**config.mk**
```make
export PLATFORM = sky130hd
export DESIGN_NAME = uart_tx_arbiter
export DESIGN_NICKNAME = d
export VERILOG_FILES = /design/src/rtl/uart_tx_arbiter.sv
export SDC_FILE = /design/constraint.sdc
export NUM_CORES = 1
export LEC_CHECK = 0
export ABC_AREA = 1
export BUFFER_PORTS_ARGS = -buffer_cell sky130_fd_sc_hd__buf_4
export CAP_MARGIN = 20
export CORE_ASPECT_RATIO = 1.75
export CORE_MARGIN = 2
export CORE_UTILIZATION = 49
export DETAILED_ROUTE_END_ITERATION = 8
export PLACE_DENSITY_LB_ADDON = 0.2
export SLEW_MARGIN = 20
export SYNTH_ARGS = -nofsm -noshare
export SYNTH_HDL_FRONTEND = slang
export SYNTH_SLANG_ARGS = --single-unit
```
**constraint.sdc**
```tcl
create_clock -name clk -period 3 [get_ports clk]
set_clock_uncertainty 0.05 [all_clocks]
set_input_delay 0.15 -clock clk [delete_from_list [all_inputs] [get_ports clk]]
set_output_delay 0.15 -clock clk [all_outputs]
set_load 0.03 [all_outputs]
```
**src/rtl/uart_tx_arbiter.sv**
```systemverilog
// Round-robin arbiter that multiplexes NUM_REQ packet streams onto one UART transmitter.
// A grant is held for a whole packet, capped at MAX_BURST words or IDLE_TIMEOUT stall cycles.
module uart_tx_arbiter #(
  parameter int unsigned NUM_REQ      = 4,
  parameter int unsigned DATA_WIDTH   = 8,
  parameter int unsigned MAX_BURST    = 16,
  parameter int unsigned IDLE_TIMEOUT = 64
) (
  input  logic                          clk,
  input  logic                          rst,
  input  logic [NUM_REQ-1:0]            req_valid,
  input  logic [NUM_REQ*DATA_WIDTH-1:0] req_data,
  input  logic [NUM_REQ-1:0]            req_last,
  output logic [NUM_REQ-1:0]            req_ready,
  output logic [DATA_WIDTH-1:0]         tx_data,
  output logic                          tx_write,
  input  logic                          tx_full,
  output logic [NUM_REQ-1:0]            grant,
  output logic [$clog2(NUM_REQ)-1:0]    grant_id,
  output logic                          busy,
  output logic                          timeout_pulse
);

  localparam int unsigned ID_W = $clog2(NUM_REQ);
  localparam int unsigned BW   = $clog2(MAX_BURST + 1);
  localparam int unsigned SW   = $clog2(IDLE_TIMEOUT + 1);

  localparam logic [ID_W-1:0] LAST_ID    = ID_W'(NUM_REQ - 1);
  localparam logic [BW-1:0]   BURST_LAST = BW'(MAX_BURST - 1);
  localparam logic [SW-1:0]   STALL_LAST = SW'(IDLE_TIMEOUT - 1);

  typedef enum logic {IDLE, GRANT} state_t;

  state_t                state;
  logic [ID_W-1:0]       owner;
  logic [BW-1:0]         burst_cnt;
  logic [SW-1:0]         stall_cnt;
  logic [ID_W-1:0]       cand;
  logic [ID_W-1:0]       pick;
  logic                  pick_ok;
  logic                  owner_valid;
  logic                  owner_last;
  logic                  xfer;
  logic [DATA_WIDTH-1:0] words [NUM_REQ];

  for (genvar g = 0; g < NUM_REQ; g++) begin : g_unpack
    assign words[g] = req_data[g*DATA_WIDTH +: DATA_WIDTH];
  end

  // owner keeps its value after release, so it doubles as the round-robin pointer
  always_comb begin
    cand    = owner;
    pick    = owner;
    pick_ok = 1'b0;
    for (int unsigned i = 0; i < NUM_REQ; i++) begin
      cand = (cand == LAST_ID) ? '0 : cand + 1'b1;
      if (!pick_ok && req_valid[cand]) begin
        pick_ok = 1'b1;
        pick    = cand;
      end
    end
  end

  assign owner_valid = req_valid[owner];
  assign owner_last  = req_last[owner];
  assign xfer        = (state == GRANT) && owner_valid && !tx_full;

  assign tx_write  = xfer;
  assign tx_data   = (state == GRANT) ? words[owner] : '0;
  assign req_ready = grant & {NUM_REQ{!tx_full}};
  assign grant_id  = owner;

  always_ff @(posedge clk) begin
    if (rst) begin
      state         <= IDLE;
      grant         <= '0;
      busy          <= 1'b0;
      timeout_pulse <= 1'b0;
      burst_cnt     <= '0;
      stall_cnt     <= '0;
      owner         <= LAST_ID;
    end else begin
      timeout_pulse <= 1'b0;
      case (state)
        IDLE: begin
          if (pick_ok) begin
            state     <= GRANT;
            busy      <= 1'b1;
            owner     <= pick;
            grant     <= NUM_REQ'(1) << pick;
            burst_cnt <= '0;
            stall_cnt <= '0;
          end
        end
        GRANT: begin
          if (xfer) begin
            stall_cnt <= '0;
            burst_cnt <= burst_cnt + 1'b1;
            if (owner_last || burst_cnt == BURST_LAST) begin
              state <= IDLE;
              busy  <= 1'b0;
              grant <= '0;
            end
          end else if (stall_cnt == STALL_LAST) begin
            state         <= IDLE;
            busy          <= 1'b0;
            grant         <= '0;
            timeout_pulse <= 1'b1;
          end else begin
            stall_cnt <= stall_cnt + 1'b1;
          end
        end
        default: state <= IDLE;
      endcase
    end
  end

endmodule

```
==> run metrics, run 1 <==
status finished clean; CP peak stage delay 370 ps; die area 3960 um2; final WL 4840 um; std cell rows 28; Clock Latency Late Sink 260 ps; global-route wire length before repair 7990 um; P_leak 1.10 nW; CTS Hold Bufs 0; IO Pins 64; Seq pwr share 19.7%; clk buf depth 2; Syn Std Cell Area 1690 um2; Arr. time, crit path 2580 ps; number of synthesized flops with an enable pin 0; CTS sink cnt 21; average size of a mapped cell 5.88 um2; first-iteration detailed-routing DRC count 45; DP Worst Slack 584 ps; Synth-to-Final Area Change 32.3%; nets 396; RSZ-0062 raised after global routing no; Peak Freq 405 MHz; filler instances 327; vias in the first global route 1,867; Ys Warns 0; slowest CP cell nor2_2; critical path launch point type flip-flop; Mapped Cells 288; Die H 81.8 um; Max Slew Vio Count 0; Critical Path RT 3110 ps; GPL Wtd Cong 0.840; CTS H-tree lvls 1; Ant. Diodes 0; CTS Buf Count 3; drt drc 0; largest fanout on the critical path 14; number of hold violations in the final report 0; DR WL/cell 12.3 um; syn_nets 335; final worst path period share 82.4%; pwr/cell area 833 nW/um2; clock transition at the registers of the reported paths 80 ps; Top cell by count, worst path nand2_2; top_reg_cell synth dfxtp_1; final core area utilization 67.3%; CP Cell Sequence buf_4 -> ha_1 -> nor2_2 -> nand2_1 -> nand3_2 -> nand2_2 -> nor2_4 -> nand2_2 -> nor2_2 -> nand2_1 -> nand2_2 -> inv_1 -> nor2_1 -> nor2_1; final setup fails 0; switching power 0.996 mW; CORE AREA 3330 um2; PostCTS Resize Cnt 0; Initial Util 50.9%; sw frac 53.4%; Setup Fix Bufs, Post-CTS 0; Cell variety after synth 31; clock power share 10.0%; via count 2,016; min cycle time layout 2470 ps; initial antenna violation count 0; GRT Overall Usage 25.2%; CP top delay family simple AND/OR/NAND/NOR gates; internal power 0.870 mW; DP Wirelength 3840 um; worst-margin pin slew 488 ps; Post-synth ARST share 0%; Initial DRT Pass Iterations 4; die extent in x 48.4 um; share of cells above drive strength 1 25.6%; Vias/cell 5.13; I/O Buffers 63; maximum capacitance violations 0; Fin Setup TNS 0 ps; kind of critical path flip-flop to flip-flop; CTS tree done; largest net degree at the start of global routing 22; Slew HR 67.4%; Power Total 1.87 mW; Comb pwr share 70.2%; gr ovfl total 0; Final WS setup 529 ps; Seq/Total Area, Yosys 24.8%; worst hold path class input pin to flip-flop; Routed Antenna Nets 0; Root Driver clkbuf_8; Max IR drop VDD 0.000559 V; Buffers & Inverters on Critical Path 2; number of synthesized register bits 21; CP endpoint kind flip-flop
## synth_stat cells (2+ instances only)
cell type	number	area share (%)
nor3_1	4	1.2
nand3_1	19	5.6
dfxtp_1	21	25
nor2_2	4	1.5
nand2_1	76	17
buf_1	2	0.44
nand2_2	5	1.8
a22oi_1	3	1.3
nor2_1	51	11
nor2_4	2	1.3
a21oi_1	24	7.1
ha_1	4	3.0
o21ai_1	2	0.59
o21ai_0	24	7.1
nand3_2	3	1.8
xor2_1	2	1.0
inv_1	24	5.3
clkbuf_1	5	1.1
## flip-flops by register name (all words and copies together), names as in the netlist
| register | flops |
|---|---|
| grant | 4 |
| state | 1 |
| timeout_pulse | 1 |
| busy | 1 |
| grant_id | 2 |
| stall_cnt | 7 |
| burst_cnt | 5 |
## path summary, 6_finish.rpt
path | startpoint | end | slack (ps) | depth (start not counted)
max | grant_id[0]$_SDFFE_PP1P_ | stall_cnt[1]$_SDFFE_PP0P_ | 530 | 14
min reg2reg | stall_cnt[6]$_SDFFE_PP0P_ | stall_cnt[6]$_SDFFE_PP0P_ | 390 | 2
min | rst | grant[0]$_SDFFE_PP0P_ | 130 | 2
max reg2reg | grant_id[0]$_SDFFE_PP1P_ | stall_cnt[1]$_SDFFE_PP0P_ | 530 | 14
## worst register-to-register path, delay by kind of cell (launching register included)
family / cells / cell delay (ps)
DFF: 1 / 300
buffers and inverters: 2 / 260
adders and majority gates: 1 / 250
and+or+nand+nor: 11 / 1510
## per-layer routing
metal	vias up	global-route usage, %	part of all wire [%]
li1	1052	-	-
met1	910	24.6	39
met2	43	52.6	56
met3	11	3.09	2.6
met4	0	10.0	2.7
met5	-	0	0
## power groups by stage
stage	sequential [mW]	clock (mW)	combinational, mW
floorplan	0.439	0	0.896
global placement	0.374	0	1.29
detailed placement	0.374	0	1.30
CTS	0.368	0.189	1.31
global route	0.375	0.200	1.46
finish	0.368	0.187	1.31
## cells by family (layout without fill, tap and decap cells)
family | count (synthesis) | count (layout) | share of synthesized area, %
AND/OR/NAND/NOR | 166 | 166 | 42.8
AO/OA/AOI/OAI | 58 | 58 | 19.1
flip-flops | 21 | 21 | 24.8
XOR/XNOR | 3 | 3 | 1.55
buffers and inverters | 36 | 96 | 8.72
adder cells (fa/ha/maj) | 4 | 4 | 2.96
## cell type report
class                      count  area [um2]  share of cell area, %
clock buffer                   4        45.0                   2.01
multi-input combinational    231        1120                   50.2
inverter                      26        97.6                   4.36
sequential                    21         420                   18.8
timing repair buffer          66         495                   22.1
tap                           45        56.3                   2.51
## placed cells by master (no fill, tap or decap), types with 2 or more instances in the layout
master	count
nand3_1	19
a22oi_1	3
nand2_2	5
a21oi_1	24
o21ai_1	2
ha_1	4
clkbuf_8	3
o21ai_0	24
inv_1	24
buf_4	66
xor2_1	2
nand2_1	76
dfxtp_1	21
nand3_2	3
nor2_4	2
nor3_1	4
nor2_1	51
nor2_2	4
## stage by stage
| step | cell area [um2] | hold WS (ps) | instances |
|---|---|---|---|
| 2_1_floorplan | 1690 | 204 | 288 |
| 6_report | 2240 | 134 | 393 |
| 3_5_place_dp | 2190 | 380 | 389 |
| 3_3_place_gp | 2190 | 380 | 389 |
| 4_1_cts | 2240 | 131 | 393 |
| 5_1_grt | 2240 | 149 | 393 |
(Power assumes the default switching activity.)
==> run 2, diff against run 1 <==
--- a/config.mk
+++ b/config.mk
@@ -10,7 +10,7 @@
 export CAP_MARGIN = 20
 export CORE_ASPECT_RATIO = 1.75
 export CORE_MARGIN = 2
-export CORE_UTILIZATION = 49
+export CORE_UTILIZATION = 45
 export DETAILED_ROUTE_END_ITERATION = 8
 export PLACE_DENSITY_LB_ADDON = 0.2
 export SLEW_MARGIN = 20
==> constraint.sdc (replaced) <==
create_clock -name clk -period 2.1 [get_ports clk]
set_clock_uncertainty 0.05 [all_clocks]
set_input_delay 0.105 -clock clk [delete_from_list [all_inputs] [get_ports clk]]
set_output_delay 0.105 -clock clk [all_outputs]
set_load 0.03 [all_outputs]
==> run 2 against run 1 <==
The flow now finishes with violations (negative setup slack); wire length increased by 14%; via count rose by 8.1%; cell count is 6.1% higher; worst setup slack worse by 540 ps; critical path depth down 2; core utilization increased by 2.3 points; flip-flop and latch count stayed put; fmax increased by 17%; non-clock buffer count up 22; power grew 75%; critical path type unchanged; global-route usage fell by 0.72 points; count of clock-buffer cells in the layout shrank 1.
==> run metrics, run 2 (synthesis gave the netlist of run 1 again) <==
CORE AREA 3630 um2 (+9.0%); CP endpoint kind flip-flop; DP Wirelength 4030 um (+4.8%); clk buf depth 2 (unchanged); biggest regs stall_cnt x7, burst_cnt x5, grant x4; failing checks negative setup slack; Comb pwr share 75.2% (+5.0 points); P_leak 1.25 nW (+14%); std cell rows 29 (+3.6%); Critical Path RT 2260 ps (-850 ps); Fin Setup TNS -13.0 ps (-13.0 ps); CTS H-tree lvls 1 (unchanged); worst hold path class input pin to flip-flop; Routed Antenna Nets 0 (unchanged); internal power 1.58 mW (+82%); min cycle time layout 2110 ps (-358 ps); Final WS setup -13.0 ps (-542 ps); critical path launch point type flip-flop; Max IR drop VDD 0.00111 V (+100%); Max Slew Vio Count 0 (unchanged); vias in the first global route 1,949 (+4.4%); Hold WS 84.1 ps (-50.1 ps); initial antenna violation count 0 (unchanged); clock power share 8.2% (-1.8 points); reg2reg setup slack -10 ps (-540 ps); DR WL/cell 13.2 um (+7.3%); final WL 5510 um (+14%); I/O Buffers 63 (unchanged); switching power 1.68 mW (+68%); GPL Wtd Cong 0.870 (+3.5%); FF-to-FF End stall_cnt[0]$_SDFFE_PP0P_; largest fanout on the critical path 6 (-8); hold_sp rst; die extent in x 50.4 um (+4.0%); Seq pwr share 16.6% (-3.1 points); Synth-to-Final Area Change 49.2%; final setup fails 1 (+1); Clock Latency Late Sink 270 ps (about the same); CTS tree done; pwr/cell area 1290 nW/um2 (+55%); Initial DRT Pass Iterations 4 (unchanged); GRT Overall Usage 24.5% (-0.72 points); IO Pins 64 (unchanged); CTS Hold Bufs 0 (unchanged); via count 2,180 (+8.1%); CTS sink cnt 21 (unchanged); die area 4290 um2 (+8.3%); worst-margin pin slew 516 ps (+27.5 ps); Die H 85.1 um (+4.1%); max FFs per register 7 (unchanged); CTS Buf Count 3 (unchanged); cell count of the worst hold path 2 (unchanged); hold endpoint grant[1]$_SDFFE_PP0P_; Initial Util 46.7% (-4.2 points); Arr. time, crit path 2270 ps (-310 ps); kind of critical path flip-flop to flip-flop; final worst path period share 101% (+18 points); first-iteration detailed-routing DRC count 43 (-4.4%); DP Worst Slack 25.4 ps (-559 ps); placed inst area 2330 um2 (+6.2%); number of hold violations in the final report 0 (unchanged); drt drc 0 (unchanged); sw frac 51.4% (-2.0 points); status finished with violations; most frequent cells in the layout 86 x buf_4, 66 x nand2_1, 51 x nor2_1; Power Total 3.26 mW (+75%); Most flops, register stall_cnt; Final Cell Area 2530 um2 (+13%); nets 419 (+5.8%); Slew HR 65.6% (-1.8 points); Root Driver clkbuf_8; maximum capacitance violations 0 (unchanged); Vias/cell 5.23 (+1.9%); commonest non-fill, non-tap cell in the layout buf_4; Finished Layout Cells 417 (+6.1%); gr ovfl total 0 (unchanged); Peak Freq 473 MHz (+17%); share of cells above drive strength 1 34.8% (+9.2 points); reg-to-reg startpoint grant_id[0]$_SDFFE_PP1P_; final core area utilization 69.6% (+2.3 points); Cells after DPL 406 (+4.4%); RSZ-0062 raised after global routing yes; depth of the worst register-to-register path 12 (-2); Ant. Diodes 0 (unchanged); clock transition at the registers of the reported paths 80 ps (about the same); filler instances 329 (+0.61%); largest net degree at the start of global routing 21 (-4.5%); global-route wire length before repair 8290 um (+3.8%)
[run 2: how the worst max path moves through the flow]
stage / start / endpoint
floorplan: grant_id[0]$_SDFFE_PP1P_ / stall_cnt[1]$_SDFFE_PP0P_
global placement: grant_id[0]$_SDFFE_PP1P_ / stall_cnt[1]$_SDFFE_PP0P_
detailed placement: grant_id[0]$_SDFFE_PP1P_ / stall_cnt[1]$_SDFFE_PP0P_
CTS: grant_id[0]$_SDFFE_PP1P_ / stall_cnt[1]$_SDFFE_PP0P_
global route: grant_id[0]$_SDFFE_PP1P_ / stall_cnt[0]$_SDFFE_PP0P_
finish: grant_id[0]$_SDFFE_PP1P_ / stall_cnt[0]$_SDFFE_PP0P_
[run 2: worst max-delay path: stages, from the launching register on]
cell	delay, ps
dfxtp_4	370
ha_4	180
buf_6	120
o21ai_2	130
nand2_1	120
nand2_1	120
nand2_2	90
nor2_4	150
nand2_4	80
o21ai_4	200
nand2_4	90
nor2_4	190
a21boi_2	180
[run 2: power groups by stage]
stage	clock, mW	combinational (mW)	sequential (mW)
2_1_floorplan	0	1.30	0.637
3_3_place_gp	0	2.05	0.547
3_5_place_dp	0	2.07	0.550
4_1_cts	0.274	2.08	0.540
5_1_grt	0.281	2.66	0.554
6_report	0.267	2.45	0.543
[run 2: final cells by class]
type | count | area, um2 | area share [%]
clock buffers | 3 | 41.3 | 1.63
multi-input cells | 232 | 1230 | 48.7
inverters | 26 | 97.6 | 3.86
flip-flops and latches | 21 | 425 | 16.8
clock inverters | 1 | 5.00 | 0.198
well taps | 46 | 57.6 | 2.28
repair buffers | 88 | 668 | 26.4
[run 2: metal layers]
layer  vias to the layer above  global-route usage (%)  share of wire [%]
met3                        21                    2.29                4.1
met1                       995                    23.6                 34
met4                         0                    12.5                4.8
met2                        69                    48.6                 57
li1                       1095                       -                  -
met5                         -                       0                  0
[run 2: repair_timing]
| action | in CTS | in global routing |
|---|---|---|
| buffers inserted | 0 | 5 |
| gates resized for setup | 0 | 28 |
| endpoints found under the setup margin | 0 | 18 |
==> run 3, diff against run 2 <==
--- a/config.mk
+++ b/config.mk
@@ -6,6 +6,7 @@
 export NUM_CORES = 1
 export LEC_CHECK = 0
 export ABC_AREA = 1
+export ABC_CLOCK_PERIOD_IN_PS = 2100
 export BUFFER_PORTS_ARGS = -buffer_cell sky130_fd_sc_hd__buf_4
 export CAP_MARGIN = 20
 export CORE_ASPECT_RATIO = 1.75
@@ -13,6 +14,7 @@
 export CORE_UTILIZATION = 45
 export DETAILED_ROUTE_END_ITERATION = 8
 export PLACE_DENSITY_LB_ADDON = 0.2
+export RECOVER_POWER = 25
 export SLEW_MARGIN = 20
 export SYNTH_ARGS = -nofsm -noshare
 export SYNTH_HDL_FRONTEND = slang
==> run 3 against run 2 <==
The run still ends with negative setup slack left; hold slack got worse by 1.4 ps; combinational power fell by 2%; fmax barely moved; wire length fell by 0.15%; power fell by 1.3%; cell count did not move; flip-flop and latch count did not move; critical endpoint unchanged; worst setup slack got worse by 1.3 ps; core utilization fell by 1.0 points; first-iteration DRC count fell by 4.7%; highest routed layer unchanged.
==> run metrics, run 3 (synthesis gave the netlist of run 1 again) <==
worst-margin pin slew 515 ps (-0.330 ps); share of cells above drive strength 1 32.1% (-2.7 points); CP peak stage delay 370 ps (about the same); GPL Wtd Cong 0.870 (unchanged); initial antenna violation count 0 (unchanged); biggest regs stall_cnt x7, burst_cnt x5, grant x4; switching power 1.67 mW (-0.27%); vias in the first global route 1,949 (unchanged); Finished Layout Cells 417 (unchanged); Cells after DPL 406 (unchanged); CP top delay family simple AND/OR/NAND/NOR gates; Die H 85.1 um (unchanged); clock transition at the registers of the reported paths 80 ps (about the same); status finished with violations; placed inst area 2330 um2 (unchanged); nets 419 (unchanged); CP endpoint kind flip-flop; Routed Antenna Nets 0 (unchanged); final WL 5500 um (-0.15%); Peak Freq 473 MHz (about the same); global-route wire length before repair 8290 um (unchanged); first-iteration detailed-routing DRC count 41 (-4.7%); std cell rows 29 (unchanged); I/O Buffers 63 (unchanged); Slew HR 65.6% (about the same); met3 usage 2.29% (unchanged); Vias/cell 5.21 (-0.28%); kind of critical path flip-flop to flip-flop; CTS Buf Count 3 (unchanged); maximum capacitance violations 0 (unchanged); met2 usage 48.6% (unchanged); Max Slew Vio Count 0 (unchanged); Final WS setup -14.3 ps (-1.25 ps); final core area utilization 68.6% (-1.0 points); P_leak 1.21 nW (-3.3%); Final Cell Area 2490 um2 (-1.5%); Initial Util 46.7% (unchanged); most frequent cells in the layout 76 x buf_4, 66 x nand2_1, 51 x nor2_1; Max IR drop VDD 0.00111 V (-0.53%); Ant. Diodes 0 (unchanged); CTS sink cnt 21 (unchanged); met1 Use GR 23.6% (unchanged); DR WL/cell 13.2 um (-0.15%); failing checks negative setup slack; commonest non-fill, non-tap cell in the layout buf_4; final setup fails 1 (unchanged); via count 2,174 (-0.28%); sw frac 51.9% (+0.53 points); slowest CP cell dfxtp_4; internal power 1.55 mW (-2.4%); CP Cell Sequence ha_4 -> buf_6 -> o21ai_2 -> nand2_1 -> nand2_1 -> nand2_2 -> nor2_4 -> nand2_4 -> o21ai_4 -> nand2_4 -> nor2_4 -> a21boi_2; drt drc 0 (unchanged); clk buf depth 2 (unchanged); gr ovfl total 0 (unchanged); CTS H-tree lvls 1 (unchanged); max FFs per register 7 (unchanged); IO Pins 64 (unchanged); min cycle time layout 2110 ps (+1.25 ps); Arr. time, crit path 2270 ps (about the same); GRT Overall Usage 24.5% (unchanged); worst hold path class input pin to flip-flop; Seq pwr share 16.8% (+0.2 points); RSZ-0062 raised after global routing yes; largest fanout on the critical path 6 (unchanged); Synth-to-Final Area Change 47.0%; Critical Path RT 2260 ps (about the same); Initial DRT Pass Iterations 4 (unchanged); final worst path period share 101% (about the same); Root Driver clkbuf_8; largest net degree at the start of global routing 21 (unchanged); critical path launch point type flip-flop; Buffers & Inverters on Critical Path 1 (unchanged); number of hold violations in the final report 0 (unchanged); DP Wirelength 4030 um (unchanged); die extent in x 50.4 um (unchanged); CORE AREA 3630 um2 (unchanged); pwr/cell area 1290 nW/um2 (+0.20%); Fin Setup TNS -14.3 ps (-1.25 ps); Top Usage Layer GRT met2; Comb pwr share 74.9% (-0.3 points); Most flops, register stall_cnt; CTS tree done; die area 4290 um2 (unchanged); clock power share 8.3% (about the same); Clock Latency Late Sink 260 ps (about the same); DP Worst Slack 25.4 ps (unchanged)
run 3: cell types whose count changed in the layout (fill, tap and decap cells not counted), sizes merged:
cell	change
clkbuf	+10
buf	-10
run 3: metrics by stage:
stage / total power, mW / hold slack [ps]
2_1_floorplan: 1.94 / 159
6_report: 3.22 / 82.7
3_3_place_gp: 2.59 / 361
4_1_cts: 2.89 / 77.5
3_5_place_dp: 2.62 / 365
5_1_grt: 3.45 / 99.7
run 3: path summary, 6_finish.rpt:
path	from	slack (ps)	to	depth (start not counted)
setup reg to reg	grant_id[0]$_SDFFE_PP1P_	-10	stall_cnt[0]$_SDFFE_PP0P_	12
setup / recovery	grant_id[0]$_SDFFE_PP1P_	-10	stall_cnt[0]$_SDFFE_PP0P_	12
hold reg to reg	stall_cnt[6]$_SDFFE_PP0P_	390	stall_cnt[6]$_SDFFE_PP0P_	2
hold / removal	rst	80	grant[1]$_SDFFE_PP0P_	2
run 3: layer usage:
metal	vias to the layer above	routed length, um
li1	1096	-
met5	-	0
met4	0	262
met2	74	3100
met3	21	233
met1	983	1900
run 3: cell type report:
type	instances	area (um2)
Clock buffer	3	41.3
Multi-Input combinational cell	232	1230
Clock inverter	1	5.00
Fill cell	336	1140
Inverter	26	97.6
Tap cell	46	57.6
Sequential cell	21	425
Timing Repair Buffer	88	631
run 3: power groups by stage:
stage	clock network (mW)	logic (mW)	registers [mW]
after global routing	0.281	2.62	0.553
final	0.266	2.41	0.542
after detailed placement	0	2.07	0.550
after global placement	0	2.05	0.547
after floorplan	0	1.30	0.637
after CTS	0.274	2.08	0.540
run 3: worst register-to-register path, delay by kind of cell, from the launching register on:
| kind | cells | cell delay, ps |
|---|---|---|
| simple gates | 7 | 840 |
| compound gates | 3 | 510 |
| flops | 1 | 370 |
| fa+ha+maj | 1 | 180 |
| buf+inv | 1 | 120 |
run 3: repair_timing:
action | in CTS | in global routing
hold buffers | 0 | 0
endpoints found under the setup margin | 0 | 18
buffers inserted | 0 | 5
gates resized for setup | 0 | 28
